[src/rtl/out_chn_fsm.sv]
// out_chn_fsm: YakiRouter output channel; pops routed packets from the port FIFO and re-serialises them.
// Define OUT_CHN_PARITY_EN to append a trailing XOR parity byte to every packet.
module out_chn_fsm #(
    parameter int data_size       = 8,
    parameter int pkt_length_bits = 5,
    parameter int pkt_addr_bits   = data_size - pkt_length_bits,
    parameter int port_addr       = 0
) (
    input  logic                 i_clk,
    input  logic                 i_rstn,
    input  logic                 i_ch_en,
    input  logic                 i_fifo_empty,
    input  logic [data_size-1:0] i_fifo_data,
    output logic                 o_fifo_rd_en,
    input  logic                 i_ready,
    output logic                 o_valid,
    output logic [data_size-1:0] o_data_out,
    input  logic                 i_clr_errors,
    output logic                 o_error,
    output logic                 o_busy,
    output logic                 o_pkt_done
);
`ifdef OUT_CHN_PARITY_EN
    typedef enum logic [1:0] {IDLE, PAYLOAD, PARITY, DROP} state_t;
    logic [data_size-1:0] acc_q, acc_d;
`else
    typedef enum logic [1:0] {IDLE, PAYLOAD, DROP} state_t;
`endif
    localparam logic [pkt_length_bits-1:0] ONE = pkt_length_bits'(1);
    state_t state_q, state_d;
    logic [pkt_length_bits-1:0] cnt_q, cnt_d;
    logic [data_size-1:0] data_q, data_d, load_data;
    logic valid_q, valid_d, last_q, last_d, err_q, err_d, done_q, done_d;
    logic slot_free, hdr_zero, hdr_ok, load, load_last, err_set;
    logic [pkt_addr_bits-1:0] hdr_addr;
    logic [pkt_length_bits-1:0] hdr_len;

    assign hdr_addr  = i_fifo_data[data_size-1:pkt_length_bits];
    assign hdr_len   = i_fifo_data[pkt_length_bits-1:0];
    assign hdr_zero  = hdr_len == '0;
    assign hdr_ok    = hdr_addr == pkt_addr_bits'(port_addr) && !hdr_zero;
    assign slot_free = !valid_q || i_ready;

    always_comb begin
        state_d      = state_q;
        cnt_d        = cnt_q;
        o_fifo_rd_en = 1'b0;
        load         = 1'b0;
        load_last    = 1'b0;
        load_data    = i_fifo_data;
        err_set      = 1'b0;
`ifdef OUT_CHN_PARITY_EN
        acc_d        = acc_q;
`endif
        case (state_q)
            IDLE: if (i_ch_en && !i_fifo_empty) begin
                if (hdr_zero) begin
                    o_fifo_rd_en = 1'b1;
                    err_set      = 1'b1;
                end else if (!hdr_ok) begin
                    o_fifo_rd_en = 1'b1;
                    err_set      = 1'b1;
                    cnt_d        = hdr_len;
                    state_d      = DROP;
                end else if (slot_free) begin
                    o_fifo_rd_en = 1'b1;
                    load         = 1'b1;
                    cnt_d        = hdr_len;
                    state_d      = PAYLOAD;
`ifdef OUT_CHN_PARITY_EN
                    acc_d        = i_fifo_data;
`endif
                end
            end
            PAYLOAD: if (slot_free && !i_fifo_empty) begin
                o_fifo_rd_en = 1'b1;
                load         = 1'b1;
                cnt_d        = cnt_q - ONE;
`ifdef OUT_CHN_PARITY_EN
                acc_d        = acc_q ^ i_fifo_data;
                state_d      = cnt_q == ONE ? PARITY : PAYLOAD;
`else
                load_last    = cnt_q == ONE;
                state_d      = cnt_q == ONE ? IDLE : PAYLOAD;
`endif
            end
`ifdef OUT_CHN_PARITY_EN
            PARITY: if (slot_free) begin
                load      = 1'b1;
                load_last = 1'b1;
                load_data = acc_q;
                state_d   = IDLE;
            end
`endif
            DROP: if (!i_fifo_empty) begin
                o_fifo_rd_en = 1'b1;
                cnt_d        = cnt_q - ONE;
                state_d      = cnt_q == ONE ? IDLE : DROP;
            end
            default: state_d = IDLE;
        endcase
        // the output register only changes when its slot is free, so a stalled byte stays put
        valid_d = load || (valid_q && !i_ready);
        data_d  = load ? load_data : data_q;
        last_d  = load ? load_last : last_q;
        err_d   = err_set || (err_q && !i_clr_errors);
        done_d  = valid_q && i_ready && last_q;
    end

    always_ff @(posedge i_clk or negedge i_rstn) begin
        if (!i_rstn) begin
            state_q <= IDLE;
            cnt_q   <= '0;
            data_q  <= '0;
            valid_q <= 1'b0;
            last_q  <= 1'b0;
            err_q   <= 1'b0;
            done_q  <= 1'b0;
`ifdef OUT_CHN_PARITY_EN
            acc_q   <= '0;
`endif
        end else begin
            state_q <= state_d;
            cnt_q   <= cnt_d;
            data_q  <= data_d;
            valid_q <= valid_d;
            last_q  <= last_d;
            err_q   <= err_d;
            done_q  <= done_d;
`ifdef OUT_CHN_PARITY_EN
            acc_q   <= acc_d;
`endif
        end
    end

    assign o_valid    = valid_q;
    assign o_data_out = data_q;
    assign o_error    = err_q;
    assign o_pkt_done = done_q;
    assign o_busy     = state_q != IDLE || valid_q;
endmodule

[config.mk]
export PLATFORM = sky130hd
export DESIGN_NAME = out_chn_fsm
export DESIGN_NICKNAME = d
export VERILOG_FILES = /design/src/rtl/out_chn_fsm.sv
export SDC_FILE = /design/constraint.sdc
export NUM_CORES = 1
export LEC_CHECK = 0
export ABC_AREA = 1
export BUFFER_PORTS_ARGS = -buffer_cell sky130_fd_sc_hd__buf_2
export CORE_ASPECT_RATIO = 1.4
export CORE_UTILIZATION = 35
export CTS_CLUSTER_SIZE = 28
export DETAILED_ROUTE_END_ITERATION = 8
export GPL_ROUTABILITY_DRIVEN = 1
export GPL_TIMING_DRIVEN = 0
export RECOVER_POWER = 50
export SLEW_MARGIN = 20
export SYNTH_ARGS = -nofsm -noshare
export SYNTH_HDL_FRONTEND = slang
export SYNTH_SLANG_ARGS = --single-unit
export TNS_END_PERCENT = 5
[constraint.sdc]
create_clock -name i_clk -period 3.1 [get_ports i_clk]
set_input_delay 0.155 -clock i_clk [delete_from_list [all_inputs] [get_ports i_clk]]
set_output_delay 0.155 -clock i_clk [all_outputs]
set_load 0.005 [all_outputs]
=== After elaboration in Yosys (flattened, before gate mapping) ===
Cells that the tools add are included.

* Register bits: 19
* Word-level logic and storage cells: 72

* Reduce and logical (&&, ||, !) cells: 23
* $add $sub $neg: 1
* Eq/ne operators: 8
* Mux-type cells: 33

{| class="wikitable"
|+ Operators with widths
! cell !! count
|-
| 2-to-1 mux 5 bit || 6
|-
| 2-to-1 mux 1 bit || 16
|-
| case mux 5 bit (3 select lines) || 1
|-
| 2-to-1 mux 2 bit || 7
|-
| != test 2 bit (second input constant) || 4
|-
| logical AND 1 bit || 7
|-
| case mux 2 bit (3 select lines) || 1
|-
| AND reduction 6 bit || 1
|-
| equality test 5 x 1 -> 1 bit (second input constant) || 1
|-
| zero test 1 bit || 5
|-
| zero test 5 bit || 1
|-
| AND reduction 5 bit || 1
|-
| subtractor 5 x 1 -> 5 bit (second input constant) || 1
|-
| logical OR 1 bit || 4
|-
| zero test 3 bit || 1
|-
| != test 3 bit (second input constant) || 1
|-
| case mux 1 bit (3 select lines) || 1
|-
| nonzero test 3 bit || 1
|-
| equality test 2 x 1 -> 1 bit (second input constant) || 1
|-
| equality test 2 bit (second input constant) || 1
|-
| zero test 2 bit || 1
|-
| case mux 1 bit (2 select lines) || 1
|-
| nonzero test 2 bit || 1
|}

=== Depth between registers and ports, before layout ===
Gate-level depths: netlist of run 1.

* Word-level depth: 8
* Gate-level depth with buffers: 9
* Gate-level depth less buffers: 9

=== Least setup slack after synthesis of run 1 ===
No wires, ideal clock.

* Kind: flip-flop to flip-flop
* Start: register state_q[1]
* End: register data_q[0] (netlist: o_data_out[0])
* Arrival time: 1.148 ns
* Setup time: 0.117 ns
* Buffers on the path: 1
* Cell stages (with the launch flop): 7
* Setup slack: 1.835 ns
* Data required time: 2.983 ns
* Clock period less this slack: 1.265 ns
* Cells stage by stage: dfrtp_1 > inv_1 > ha_1 > nand3_1 > buf_2 > nand3_1 > nand2_1

* Longest elaborated chain between the ends: 2
* Elaborated cells between the ends (all ways): 3
* Classes of those cells: eq/ne: 1; mux: 1; reduce/logical: 1

{| class="wikitable"
|+ RTL lines
! item !! RTL line !! RTL
|-
| start: declaration || 30 || <nowiki>state_t state_q, state_d;</nowiki>
|-
| start signal: assignment || 123 || <nowiki>state_q <= state_d;</nowiki>
|-
| equality test 2 x 1 -> 1 bit / zero test 2 bit (equally long branches) || 55 || <nowiki>case (state_q)</nowiki>
|-
| case mux 1 bit (2 select lines) * || 55 ||
|-
| end signal: assignment || 125 || <nowiki>data_q <= data_d;</nowiki>
|-
| end: declaration || 32 || <nowiki>logic [data_size-1:0] data_q, data_d, load_data;</nowiki>
|}

Mark *: on every way between the ends. The rest lies on a longest branch, timed or not.
A chain may end at the register's enable or synchronous reset.

=== Worst setup path in the final report of run 1 ===
* Start: register state_q[1]
* End: output o_fifo_rd_en

* Longest elaborated chain between the ends: 2
* Elaborated cells between the ends (all ways): 4
* Classes of those cells: eq/ne: 2; mux: 1; reduce/logical: 1

{| class="wikitable"
|+ RTL lines
! item !! RTL line !! RTL
|-
| equality test 2 bit (tied with other cells) || 55 ||
|-
| case mux 1 bit (3 select lines) * || 55 ||
|-
| end: declaration || 14 || <nowiki>output logic o_fifo_rd_en,</nowiki>
|}

Marks and branches as above.

==> results of run 1 <==
==> through the flow <==
step / utilization, % / area, um2
after floorplan: - / 1180
after global placement: 42.8 / 1360
after detailed placement: 42.8 / 1360
after CTS: 44.6 / 1420
after global routing: 44.5 / 1420
final: 44.5 / 1420
==> critical path, stage by stage, from the launching register on <==
cell and delay (ns):
dfrtp_1 0.37, inv_1 0.08, ha_1 0.24, nand3_1 0.20, nand2_1 0.08, a31oi_1 0.18, nor2_1 0.06, buf_2 0.12
==> timing repair <==
action | 4_1_cts | 5_1_grt
hold buffers | 1 | 0
hold endpoints to repair | 19 | 0
setup buffers | 0 | 0
==> synthesized netlist by cell type, drive strengths merged <==
library cell	n
nor3	1
a31oi	2
o21ai	4
nand3	17
dfrtp	19
o21bai	7
nand2	59
nor2	12
o22ai	2
buf	2
inv	18
nand4	2
ha	6
a21oi	1
==> path summary, 6_finish.rpt <==
path	end	from	cells after the start	slack, ns
setup / recovery	o_fifo_rd_en	state_q[1]	7	1.35
hold / removal	o_error	i_clr_errors	2	0.07
setup reg to reg	o_data_out[5]	state_q[1]	6	1.63
hold reg to reg	o_data_out[4]	o_data_out[4]	2	0.51
max in group asynchronous	state_q[1]	i_rstn	2	1.89
min in group asynchronous	o_data_out[7]	i_rstn	2	0.59
==> per-layer routing <==
| layer | global-route usage [%] | vias to the layer above |
|---|---|---|
| met5 | 0 | - |
| li1 | - | 543 |
| met4 | 9.26 | 0 |
| met1 | 20.0 | 507 |
| met2 | 28.9 | 19 |
| met3 | 2.15 | 5 |
==> cells by family after synthesis <==
group / count (synthesis)
compound gates: 16
fa+ha+maj: 6
buf+inv: 20
flops: 19
simple gates: 91
==> layout make-up <==
| class | instances | area [um2] |
|---|---|---|
| sequential | 19 | 475 |
| buffer | 2 | 12.5 |
| tap | 39 | 48.8 |
| clock inverter | 1 | 5.00 |
| multi-input combinational | 113 | 629 |
| inverter | 18 | 67.6 |
| clock buffer | 3 | 41.3 |
| fill | 341 | 1770 |
| timing repair buffer | 27 | 136 |
==> power groups by stage <==
stage	sequential (mW)	combinational [mW]	clock (mW)
floorplan	0.414	0.424	0
global placement	0.412	0.591	0
detailed placement	0.418	0.614	0
CTS	0.413	0.617	0.185
global route	0.427	0.696	0.196
finish	0.414	0.607	0.178
==> state kept, by name, indices dropped and copies added, names as in the netlist <==
| signal | cells |
|---|---|
| o_data_out | 8 |
| cnt_q | 5 |
| state_q | 2 |
| last_q | 1 |
| o_error | 1 |
| o_pkt_done | 1 |
| o_valid | 1 |
==> metrics.yaml, run 1 <==
antenna_found_initial: 0
p_int_mw: 0.685
grt_pass1_wl_mm: 4.69
most-common-layout-cells: "53 x nand2_1, 24 x buf_2, 19 x dfrtp_1, 17 x inv_1, 16 x nand3_1"
layout.nets: 204
drt_iter0_drc: 32
root_buffer: "clkbuf_8"
fmax_ghz: 0.571
synth.distinct_cells: 22
grt_pass1_vias: 1118
cts_num_sinks: 19
synth-seq-cells: 19
wl_per_cell_um: 12.0
hp-class: "primary input to register"
synth_largest_area_cell: "dfrtp_1"
synth_warnings: 0
pwr-share-clk_pct: 14.8
final_common_cell: "nand2_1"
clk_latency_ns: 0.26
startpoint_type: "register"
hold_ws_ns: 0.0713
io_pins: 27
min_period_ns: 1.75
fin_cells: 222
sw_frac_of_total_pct: 42.9
path_clk_slew_ns: 0.07
cts_made_buffers: 3
cts-resized-gates: 0
synth_xor_area_share_pct: 0
max-cap-violations: 0
maxSlewViolCount: 0
syn_area_mm2: 0.00118
port_buffers: 26
syn2layout_area_growth_pct: 19.5
worst_pin_slew_ns: 1.04
vias_per_cell: 4.84
initial_core_util_pct: 37.2
synth_simple_gate_area_share_pct: 37.8
top_layer: "met4"
grt_usage_pct: 16.9
yosysTopAreaCellShare_pct: 40.1
crit_arrival_ns: 1.60
dr.pass1.iters: 4
antennaDiodeCount: 0
synthTopCellsByArea: "dfrtp_1 40%, nand2_1 17%, nand3_1 6.8%, ha_1 6.3%, inv_1 5.4%"
clk_path_buf_depth: 2
dieHeight_um: 70.8
worst_ep_required_time_ns: 2.94
switchingPower_mw: 0.514
combPwrFrac_pct: 50.7
crit_fanout: 4
rsz0062_at_grt: "false"
grt_overflow: 0
synth_top_family_by_area: "simple AND/OR/NAND/NOR gates"
crit_type: "register to output pin"
cts_tree: "done"
sequentialPowerShare_pct: 34.5
die_w_um: 51.2
yosysSeqAreaShare_pct: 40.1
wl_met2_mm: 1.37
vias: 1074
wl_mm: 2.67
synth.area.mux_share_pct: 0
yosys.area_share.adder_pct: 6.34
grt_max_degree: 20
coreArea_mm2: 0.00318
end_kind: "output pin"
setup_tns_ns: 0
p_per_area_mw_per_mm2: 847
dpl.cell_count: 217
power_mw: 1.20
ir_worst_vdd_v: 0.000406
dr_wl_met3_um: 76
ant_nets: 0
p_leak_nw: 0.804
avgSynthCellArea_um2: 7.80
final_hold_viol_count: 0
synth-compound-area-share_pct: 8.98
synth_cells: 152
dp_slack_ns: 1.63
status: "complete, no violations"
dieArea_mm2: 0.00363
synth_nets: 172
drive_above_1_share_pct: 24.0
wl_met1_mm: 1.17
rows: 24
worst_slack_ns: 1.35
setup_viol: 0
drc_errors: 0
cts_htree_levels: 1
worst_slew_margin_rel_pct: 30.8
post-dp-hpwl_mm: 2.04
skew_ns: 0.00199
fin_crit_sh_pct: 56.5
gp_congestion: 0.791
Note: power is estimated with default switching activity, not from simulation.
==> inputs of run 2 (changes only) <==
clock period = 1.73 ns   (was 3.1 ns; I/O delays follow)
==> run 2 against run 1 <==
Against the previous run: via count up 0.56%; sequential power up 79%; cell area up 1.2%; cell count up 0.45%; critical path type unchanged; largest cell class unchanged.
==> metrics.yaml, run 2 (same netlist as run 1, synthesis figures left out) <==
layout.nets: 205
io_pins: 27
port_buffers: 26
setup_tns_ns: 0
p_leak_nw: 0.806
cpPeakStageDelay_ns: 0.40
coreArea_mm2: 0.00318
crit_type: "register to output pin"
wl_per_cell_um: 12.0
grt_usage_pct: 16.9
crit_path_cell_trace: "inv_1 > ha_2 > nand3_2 > nand2_1 > a31oi_1 > nor2_1 > buf_2"
dieArea_mm2: 0.00363
dieHeight_um: 70.8
fin_cells: 223
fin_crit_sh_pct: 91.2
ir_worst_vdd_v: 0.000725
antennaDiodeCount: 0
sw_frac_of_total_pct: 42.8
gp_congestion: 0.791
drive_above_1_share_pct: 25.0
crit_fanout: 4
cts_made_buffers: 3
final_common_cell: "nand2_1"
drt_iter0_drc: 20
p_per_area_mw_per_mm2: 1500
p_int_mw: 1.23
final_util_pct: 45.0
die_w_um: 51.2
dp_slack_ns: 0.280
top_layer: "met4"
dr.pass1.iters: 4
worst_pin_slew_ns: 1.04
combPwrFrac_pct: 50.7
clk_path_buf_depth: 2
final_hold_viol_count: 0
worst_slack_ns: 0.152
max-cap-violations: 0
grt_pass1_vias: 1118
vias: 1080
initial_core_util_pct: 37.2
maxSlewViolCount: 0
syn2layout_area_growth_pct: 21.0
clk_latency_ns: 0.26
cts_num_sinks: 19
crit_family: "flip-flops"
postCtsSetupBuffers: 0
cts_htree_levels: 1
wl_mm: 2.67
switchingPower_mw: 0.921
startpoint: "state_q[1]"
vias_per_cell: 4.84
wl_met1_mm: 1.15
dr_wl_met3_um: 92
worst_slew_margin_rel_pct: 30.7
skew_ns: 0.00200
pwr-share-clk_pct: 14.8
post-dp-hpwl_mm: 2.04
rows: 24
grt_max_degree: 20
reg2reg_from: "state_q[0]"
ant_nets: 0
grt_pass1_wl_mm: 4.69
hp-class: "primary input to register"
cp_slowest_cell: "dfrtp_1"
largest_reg_flops: 8
setup_viol: 0
crit_arrival_ns: 1.49
hold_ws_ns: 0.0382
root_buffer: "clkbuf_8"
most-common-layout-cells: "53 x nand2_1, 24 x buf_2, 19 x dfrtp_1, 17 x inv_1, 15 x nand3_1"
rsz0062_at_grt: "false"
min_period_ns: 1.58
worst_ep_required_time_ns: 1.64
cts_tree: "done"
status: "complete, no violations"
min_from: "i_fifo_data[6]"
antenna_found_initial: 0
end_kind: "output pin"
sequentialPowerShare_pct: 34.4
dpl.cell_count: 217
wl_met2_mm: 1.37
startpoint_type: "register"
crit_buf_inv: 2
fmax_ghz: 0.634
grt_overflow: 0
path_clk_slew_ns: 0.07
drc_errors: 0
==> run 2: power by group through the flow <==
stage               combinational [mW]  sequential, mW  clock (mW)
detailed placement                1.10           0.749           0
floorplan                        0.759           0.741           0
CTS                               1.11           0.740       0.332
finish                            1.09           0.741       0.319
global route                      1.25           0.765       0.350
global placement                  1.06           0.738           0
==> run 2: layer usage <==
| metal | vias to the layer above | track usage [%] |
|---|---|---|
| met1 | 508 | 20.0 |
| li1 | 544 | - |
| met3 | 5 | 2.15 |
| met2 | 23 | 28.9 |
| met4 | 0 | 9.26 |
| met5 | - | 0 |
==> run 2: final timing paths <==
path	end	slack, ns	depth (start not counted)
worst max-delay path	o_fifo_rd_en	0.15	7
worst min-delay path	o_data_out[6]	0.04	3
worst max register to register	state_q[1]	0.28	8
worst min register to register	o_data_out[4]	0.51	2
max in group asynchronous	state_q[1]	0.58	2
min in group asynchronous	o_data_out[7]	0.52	2
==> run 2: layout make-up <==
cell class                 count  area (um2)
tap                           39        48.8
timing repair buffer          28         146
clock buffer                   3        41.3
buffer                         2        12.5
sequential                    19         475
inverter                      18        67.6
multi-input combinational    113         637
fill                         338        1750
clock inverter                 1        5.00
==> run 2: worst min-delay path, cell delays in order <==
cell     delay (ns)
buf_2          0.09
nand2_1        0.05
nand2_1        0.05
==> run 2: timing repair <==
action | CTS | global route
resized for setup | 0 | 2
hold endpoints to repair | 20 | 0
setup endpoints to repair | 0 | 1
hold buffers | 2 | 0
==> run 2: stage by stage <==
stage          total power [mW]  instance area (um2)
4_1_cts                    2.18                 1430
5_1_grt                    2.37                 1430
3_5_place_dp               1.85                 1360
2_1_floorplan              1.50                 1180
6_report                   2.15                 1430
3_3_place_gp               1.80                 1360
